$ cat src/rtl/bounce_gen.sv
// bounce_gen: contact-bounce emulator. Turns a clean synchronous level into a
// burst of pseudo-random toggles lasting a fixed window after every level
// change, then settles on the new level. Patterns repeat exactly from reset.
module bounce_gen #(
  parameter int unsigned BOUNCE_WINDOW = 1_500_000,
  parameter int unsigned MIN_SEG       = 2000,
  parameter int unsigned SEG_BITS      = 12,
  parameter logic [15:0] SEED          = 16'hACE1
) (
  input  logic clk,
  input  logic reset_n,
  input  logic clean,
  input  logic bounce_en,
  output logic noisy,
  output logic bouncing
);

  // Window counter holds BOUNCE_WINDOW-1; at least one bit even for a 1-cycle window
  localparam int unsigned WIN_W = (BOUNCE_WINDOW > 1) ? $clog2(BOUNCE_WINDOW) : 1;
  // Segment counter must hold the longest reload value MIN_SEG+2^SEG_BITS-2
  localparam int unsigned SEG_W = $clog2(MIN_SEG + (1 << SEG_BITS));
  localparam logic [WIN_W-1:0] WIN_LOAD = WIN_W'(BOUNCE_WINDOW - 1);
  // Right-shifting Galois form of x^16+x^14+x^13+x^11+1
  localparam logic [15:0] LFSR_TAPS = 16'hB400;

  typedef enum logic {
    IDLE,
    BOUNCE
  } state_e;

  state_e           state_q,    state_d;
  logic             level_q,    level_d;
  logic             target_q,   target_d;
  logic             noisy_q,    noisy_d;
  logic             bouncing_q, bouncing_d;
  logic [WIN_W-1:0] winCnt_q,   winCnt_d;
  logic [SEG_W-1:0] segCnt_q,   segCnt_d;
  logic [15:0]      lfsr_q,     lfsr_d;

  logic [SEG_W-1:0] segLoad;
  logic [15:0]      lfsrNext;

  // Next segment length minus one comes from the current (pre-advance) LFSR value
  assign segLoad  = SEG_W'(MIN_SEG - 1) + SEG_W'(lfsr_q[SEG_BITS-1:0]);
  assign lfsrNext = lfsr_q[0] ? ((lfsr_q >> 1) ^ LFSR_TAPS) : (lfsr_q >> 1);

  assign noisy    = noisy_q;
  assign bouncing = bouncing_q;

  // State register; reset returns to a settled low level with the seed reloaded
  always_ff @(posedge clk or negedge reset_n) begin
    if (!reset_n) begin
      state_q    <= IDLE;
      level_q    <= 1'b0;
      target_q   <= 1'b0;
      noisy_q    <= 1'b0;
      bouncing_q <= 1'b0;
      winCnt_q   <= '0;
      segCnt_q   <= '0;
      lfsr_q     <= SEED;
    end else begin
      state_q    <= state_d;
      level_q    <= level_d;
      target_q   <= target_d;
      noisy_q    <= noisy_d;
      bouncing_q <= bouncing_d;
      winCnt_q   <= winCnt_d;
      segCnt_q   <= segCnt_d;
      lfsr_q     <= lfsr_d;
    end
  end

  // Next-state logic: start/restart windows on level changes, toggle per segment
  always_comb begin
    state_d    = state_q;
    level_d    = level_q;
    target_d   = target_q;
    noisy_d    = noisy_q;
    bouncing_d = bouncing_q;
    winCnt_d   = winCnt_q;
    segCnt_d   = segCnt_q;
    lfsr_d     = lfsr_q;

    case (state_q)
      IDLE: begin
        if (!bounce_en) begin
          noisy_d    = clean;
          level_d    = clean;
          bouncing_d = 1'b0;
        end else if (clean != level_q) begin
          target_d   = clean;
          noisy_d    = clean;
          winCnt_d   = WIN_LOAD;
          segCnt_d   = segLoad;
          lfsr_d     = lfsrNext;
          bouncing_d = 1'b1;
          state_d    = BOUNCE;
        end
      end

      BOUNCE: begin
        if (!bounce_en) begin
          noisy_d    = clean;
          level_d    = clean;
          bouncing_d = 1'b0;
          state_d    = IDLE;
        end else if (clean != target_q) begin
          target_d = clean;
          noisy_d  = clean;
          winCnt_d = WIN_LOAD;
          segCnt_d = segLoad;
          lfsr_d   = lfsrNext;
        end else if (winCnt_q == '0) begin
          noisy_d    = target_q;
          level_d    = target_q;
          bouncing_d = 1'b0;
          state_d    = IDLE;
        end else if (segCnt_q == '0) begin
          noisy_d  = ~noisy_q;
          segCnt_d = segLoad;
          lfsr_d   = lfsrNext;
          winCnt_d = winCnt_q - 1'b1;
        end else begin
          segCnt_d = segCnt_q - 1'b1;
          winCnt_d = winCnt_q - 1'b1;
        end
      end

      default: begin
        state_d = IDLE;
      end
    endcase
  end

endmodule

$ cat config.mk
export PLATFORM = sky130hd
export DESIGN_NAME = bounce_gen
export DESIGN_NICKNAME = d
export VERILOG_FILES = /design/src/rtl/bounce_gen.sv
export SDC_FILE = /design/constraint.sdc
export NUM_CORES = 1
export LEC_CHECK = 0
export CORE_MARGIN = 10
export CORE_UTILIZATION = 30
export DETAILED_ROUTE_END_ITERATION = 12
export MAX_ROUTING_LAYER = met4
export PLACE_DENSITY = 0.42
export SETUP_SLACK_MARGIN = 0.02
export SLEW_MARGIN = 20
export SYNTH_ARGS = -nofsm -noshare
export SYNTH_HDL_FRONTEND = slang
export SYNTH_SLANG_ARGS = --single-unit
$ cat constraint.sdc
create_clock -name clk -period 7.5 [get_ports clk]
set_clock_uncertainty 0.1 [all_clocks]
set_input_delay 1.5 -clock clk [delete_from_list [all_inputs] [get_ports clk]]
set_output_delay 1.5 -clock clk [all_outputs]
set_load 0.01 [all_outputs]
**Word level (Yosys, flattened, before mapping)**

Index checks and enable logic that the tools add are counted.

- Add/sub/neg operators: 3
- Equality and inequality tests: 13
- Mux-type cells: 49
- Bitwise gates (word level): 3
- Reduce and logical (&&, ||, !) cells: 8

Operator list:

| kind | number |
|---|---|
| $mux 16 | 7 |
| $mux 21 | 5 |
| $mux 13 | 6 |
| $pmux 21 s2 | 1 |
| $pmux 16 s2 | 1 |
| $pmux 13 s2 | 1 |
| $mux 1 | 23 |
| $logic_not 21->1 | 1 |
| $sub 21x1->21 const B | 1 |
| $add 11x12->13 const A | 1 |
| $logic_not 13->1 | 1 |
| $sub 13x1->13 const B | 1 |
| $pmux 1 s2 | 5 |
| $ne 3x3->1 const B | 3 |
| $ne 2x2->1 const B | 4 |
| $reduce_and 4->1 | 2 |
| $reduce_and 3->1 | 2 |
| $ne 5x2->1 const B | 1 |
| $reduce_and 5->1 | 1 |
| $not 3->4 | 1 |
| $ne 3x1->1 const B | 1 |
| $ne 3x2->1 const B | 1 |
| $ne 1x1->1 | 2 |
| $ne 2x1->1 const B | 1 |
| other kinds (2) | 3 |

- Register bits: 55
- Bits of input ports: 4
- Word-level logic and storage cells: 84

**Logic depth before layout (Yosys ltp)**

- Depth after elaboration: 7
- Mapped depth: 8
- Mapped depth without buffers: 7

**Least setup slack after synthesis**

Ideal clock, no wire load.

- Path type: input-to-reg
- Start: input clean
- End: register winCnt_q[13]
- Library setup time: 0.139 ns
- Arrival time: 3.200 ns
- Setup slack: 4.060 ns
- Cell stages on the path: 7
- Cells stage by stage: clkbuf_1 > xnor2_1 > and2_1 > clkbuf_1 > a311oi_1 > and4_1 > o21ai_0

- Longest elaborated chain between the ends: 4
- Elaborated cells between the ends (all ways): 8

Ends and longest elaborated chain:

| item | line | source |
|---|---|---|
| start, declared | 12 | `input logic clean,` |
| $ne 1x1->1 | 107 | `end else if (clean != target_q) begin` |
| $mux 21 | 107 |  |
| $mux 21 | 102 | `if (!bounce_en) begin` |
| $pmux 21 s2 | 84 | `case (state_q)` |
| end signal, assigned | 67 | `winCnt_q <= winCnt_d;` |
| end, declared | 36 | `logic [WIN_W-1:0] winCnt_q, winCnt_d;` |

Parallel ways exist; a longest one is shown, timed or not. The select of a mux whose other input is x is not followed.
A chain may end at the register's enable or synchronous reset.

**Worst setup path after layout**

- Start: input clean
- End: register lfsr_q[1]

- Longest elaborated chain between the ends: 4
- Elaborated cells between the ends (all ways): 9

Ends and longest elaborated chain:

| item | line | source |
|---|---|---|
| $ne 1x1->1 | 107 |  |
| $mux 16 | 107 |  |
| $mux 16 | 102 |  |
| $pmux 16 s2 | 84 |  |
| end signal, assigned | 69 | `lfsr_q <= lfsr_d;` |
| end, declared | 38 | `logic [15:0] lfsr_q, lfsr_d;` |

Parallel ways exist; a longest one is shown, timed or not. The select of a mux whose other input is x is not followed.

==> metrics.yaml <==
switching_share_pct: 39.3
drive_gt1_share_pct: 11.0
nets: 344
first_global_vias: 2479
post_cts_buffers: 0
leakage_nw: 1.25
drv_cap: 0
total_power_w: 0.00105
root_buffer: "clkbuf_8"
maxSlewViolCount: 0
cts_tree: "done"
ant_nets: 0
rrSetupSlack_ns: 3.58
internal-power_w: 0.000636
grt_max_degree: 56
gp_congestion: 0.740
post-route-min-period_ns: 4.51
synth-seq-area-share_pct: 43.4
worst-path-max-fanout: 28
hold_viol: 0
ir_drop_mv: 0.133
die_w_um: 123
synth_cells: 339
worstReg2RegStart: "winCnt_q[7]"
cp.arrival_ns: 4.61
synth_top_area_cell: "dfrtp_1"
power_switching_w: 0.000412
startpoint_type: "primary input"
r2r_end: "lfsr_q[1]"
worst_slack_ns: 2.99
drt-initial-drc-count: 145
ys_ff_latch: 55
fin_util_pct: 33.2
path_delay_family: "buffers and inverters"
synth_top_area_share_pct: 36.8
diodes: 0
hold_path_end: "segCnt_q[7]"
rows: 37
cp.required_ns: 7.60
grt_pass1_wl_um: 13500
combPwrFrac_pct: 35.9
antenna_found_initial: 0
clkSlewWorstSetupHoldPaths_ns: 0.09
path_cells: "clkdlybuf4s50_1, xnor2_1, and2_1, a41o_1, inv_2, nand2_4, mux2_2"
max_freq_ghz: 0.222
routed_wl_um: 8140
die-height_um: 123
critPathSlowestCell: "a41o_1"
sequentialPowerShare_pct: 47.0
end_kind: "flop"
ctsResizeCount: 0
synth_edf_count: 0
via_per_inst: 5.48
cts_buffers: 5
die_area_um2: 15200
min_path_type: "reg2reg"
clock_latency_ns: 0.33
cp_slowest_stage_delay_ns: 0.75
initial_utilization_pct: 30.8
portBuffers: 5
clockBufferDepth: 2
multi_input_area_um2: 1680
setup_tns_ns: 0
hold_path_depth: 1
powerDensity_nw_per_um2: 304
rsz0062_at_grt: "no"
clkSinkCount: 55
drcViolationCount: 0
syn_to_final_growth_pct: 7.79
yosys_warnings: 0
tightestPinTransition_ns: 0.913
cts_hold_buffers: 0
finalSetupViolCount: 0
io_pins: 6
relSlewSlack_pct: 38.6
place_ws_ns: 2.60
ys_top_cells_by_area: "dfrtp_1 (37%), dfstp_2 (6.6%), o21ai_0 (6.0%)"
period_share_pct: 60.1
hpwl_um: 5480
syn-mean-instance-area_um2: 9.43
regArea_um2: 1390
ys.flop_type: "dfrtp_1"
min-delay-start: "segCnt_q[7]"
crit_buf_inv: 2
outcome: "finished clean"
syn_nets: 348
synthesis.area_um2: 3200
vias: 2588
crit_type: "in2reg"
pwr-share-clk_pct: 17.1
grt_overflow: 0
yosysUniqueCellTypes: 56
grt.total_usage_pct: 11.4
reg2reg_depth: 6
fill_cells: 1096
core_area_um2: 10400
wire_per_inst_um: 17.2
dr.pass1.iters: 4
async_flop_share_pct: 100
htreeDepth: 2
[state kept, by name, indices dropped and copies added (netlist names)]
| signal | count |
|---|---|
| segCnt_q | 13 |
| lfsr_q | 16 |
| winCnt_q | 21 |
| target_q | 1 |
| noisy | 1 |
| level_q | 1 |
| bouncing | 1 |
| state_q | 1 |
[metal layers]
metal	vias to the layer above	wire, µm	track usage, %
met2	32	3850	17.4
li1	1278	-	-
met3	7	255	2.23
met1	1271	3920	14.9
met4	0	115	3.35
met5	-	0	-
[worst max path at each step]
stage	from	end	slack, ns	depth (start not counted)
2_1_floorplan	clean	winCnt_q[13]	4.06	7
3_3_place_gp	clean	lfsr_q[2]	2.64	7
3_5_place_dp	clean	lfsr_q[1]	2.60	7
4_1_cts	clean	lfsr_q[1]	2.92	7
5_1_grt	clean	lfsr_q[2]	2.72	7
6_report	clean	lfsr_q[1]	2.99	7
[cell usage in the layout (no fill, tap or decap), types with 6 or more instances in the layout]
cell,n
or3_1,9
or4_1,15
nor2_1,21
inv_1,12
a21oi_1,21
nand3_1,6
o31ai_1,7
mux2_2,11
xnor2_1,7
xor2_1,9
nor3_1,14
clkbuf_8,6
nand2_1,15
dfstp_2,8
dfrtp_1,47
a31oi_1,6
o21ai_0,38
[power by group through the flow]
stage          logic, W  registers, W  clock network (W)
4_1_cts        0.000383      0.000493           0.000187
5_1_grt        0.000426      0.000511           0.000200
3_3_place_gp   0.000379      0.000500                  0
2_1_floorplan  0.000300      0.000461                  0
6_report       0.000377      0.000492           0.000179
3_5_place_dp   0.000380      0.000498                  0
[cell usage after synthesis, types with 3 or more instances]
cell       count
a21oi_1       21
a22o_1         4
a311oi_1       4
a31oi_1        6
and4_1         4
buf_2          4
clkbuf_1      12
dfrtp_1       47
dfstp_2        8
ha_1           5
inv_1         12
mux2_2        11
mux2i_1        4
nand2_1       15
nand3_1        6
nand4b_1       3
nor2_1        21
nor3_1        14
nor3b_1        4
nor4_1         4
o21ai_0       38
o221ai_1       3
o2bb2ai_1      3
o31ai_1        7
o41ai_1        4
or3_1          9
or4_1         15
xnor2_1        7
xor2_1         9
[cells by family after synthesis]
kind of cell	share of synthesized area, %
AND/OR/NAND/NOR	20.0
XOR/XNOR	4.39
adder cells (fa/ha/maj)	1.96
flip-flops	43.4
AO/OA/AOI/OAI	21.1
buffers and inverters	4.03
multiplexers	5.13
[metrics by stage]
| step | hold slack, ns | area [µm²] | cells |
|---|---|---|---|
| after floorplan | 0.349 | 3200 | 339 |
| after global placement | 0.387 | 3350 | 464 |
| after detailed placement | 0.390 | 3350 | 464 |
| after CTS | 0.411 | 3440 | 472 |
| after global routing | 0.436 | 3440 | 472 |
| final | 0.403 | 3440 | 472 |
[final cells by class]
class                      instances  share of cell area, %
sequential                        55                   40.2
inverter                          13                   1.42
multi-input combinational        252                   48.8
clock buffer                       7                   2.51
timing repair buffer               8                   1.96
clock inverter                     1                  0.145
tap                              136                   4.94
No activity file was read; power rests on OpenSTA's default activity.
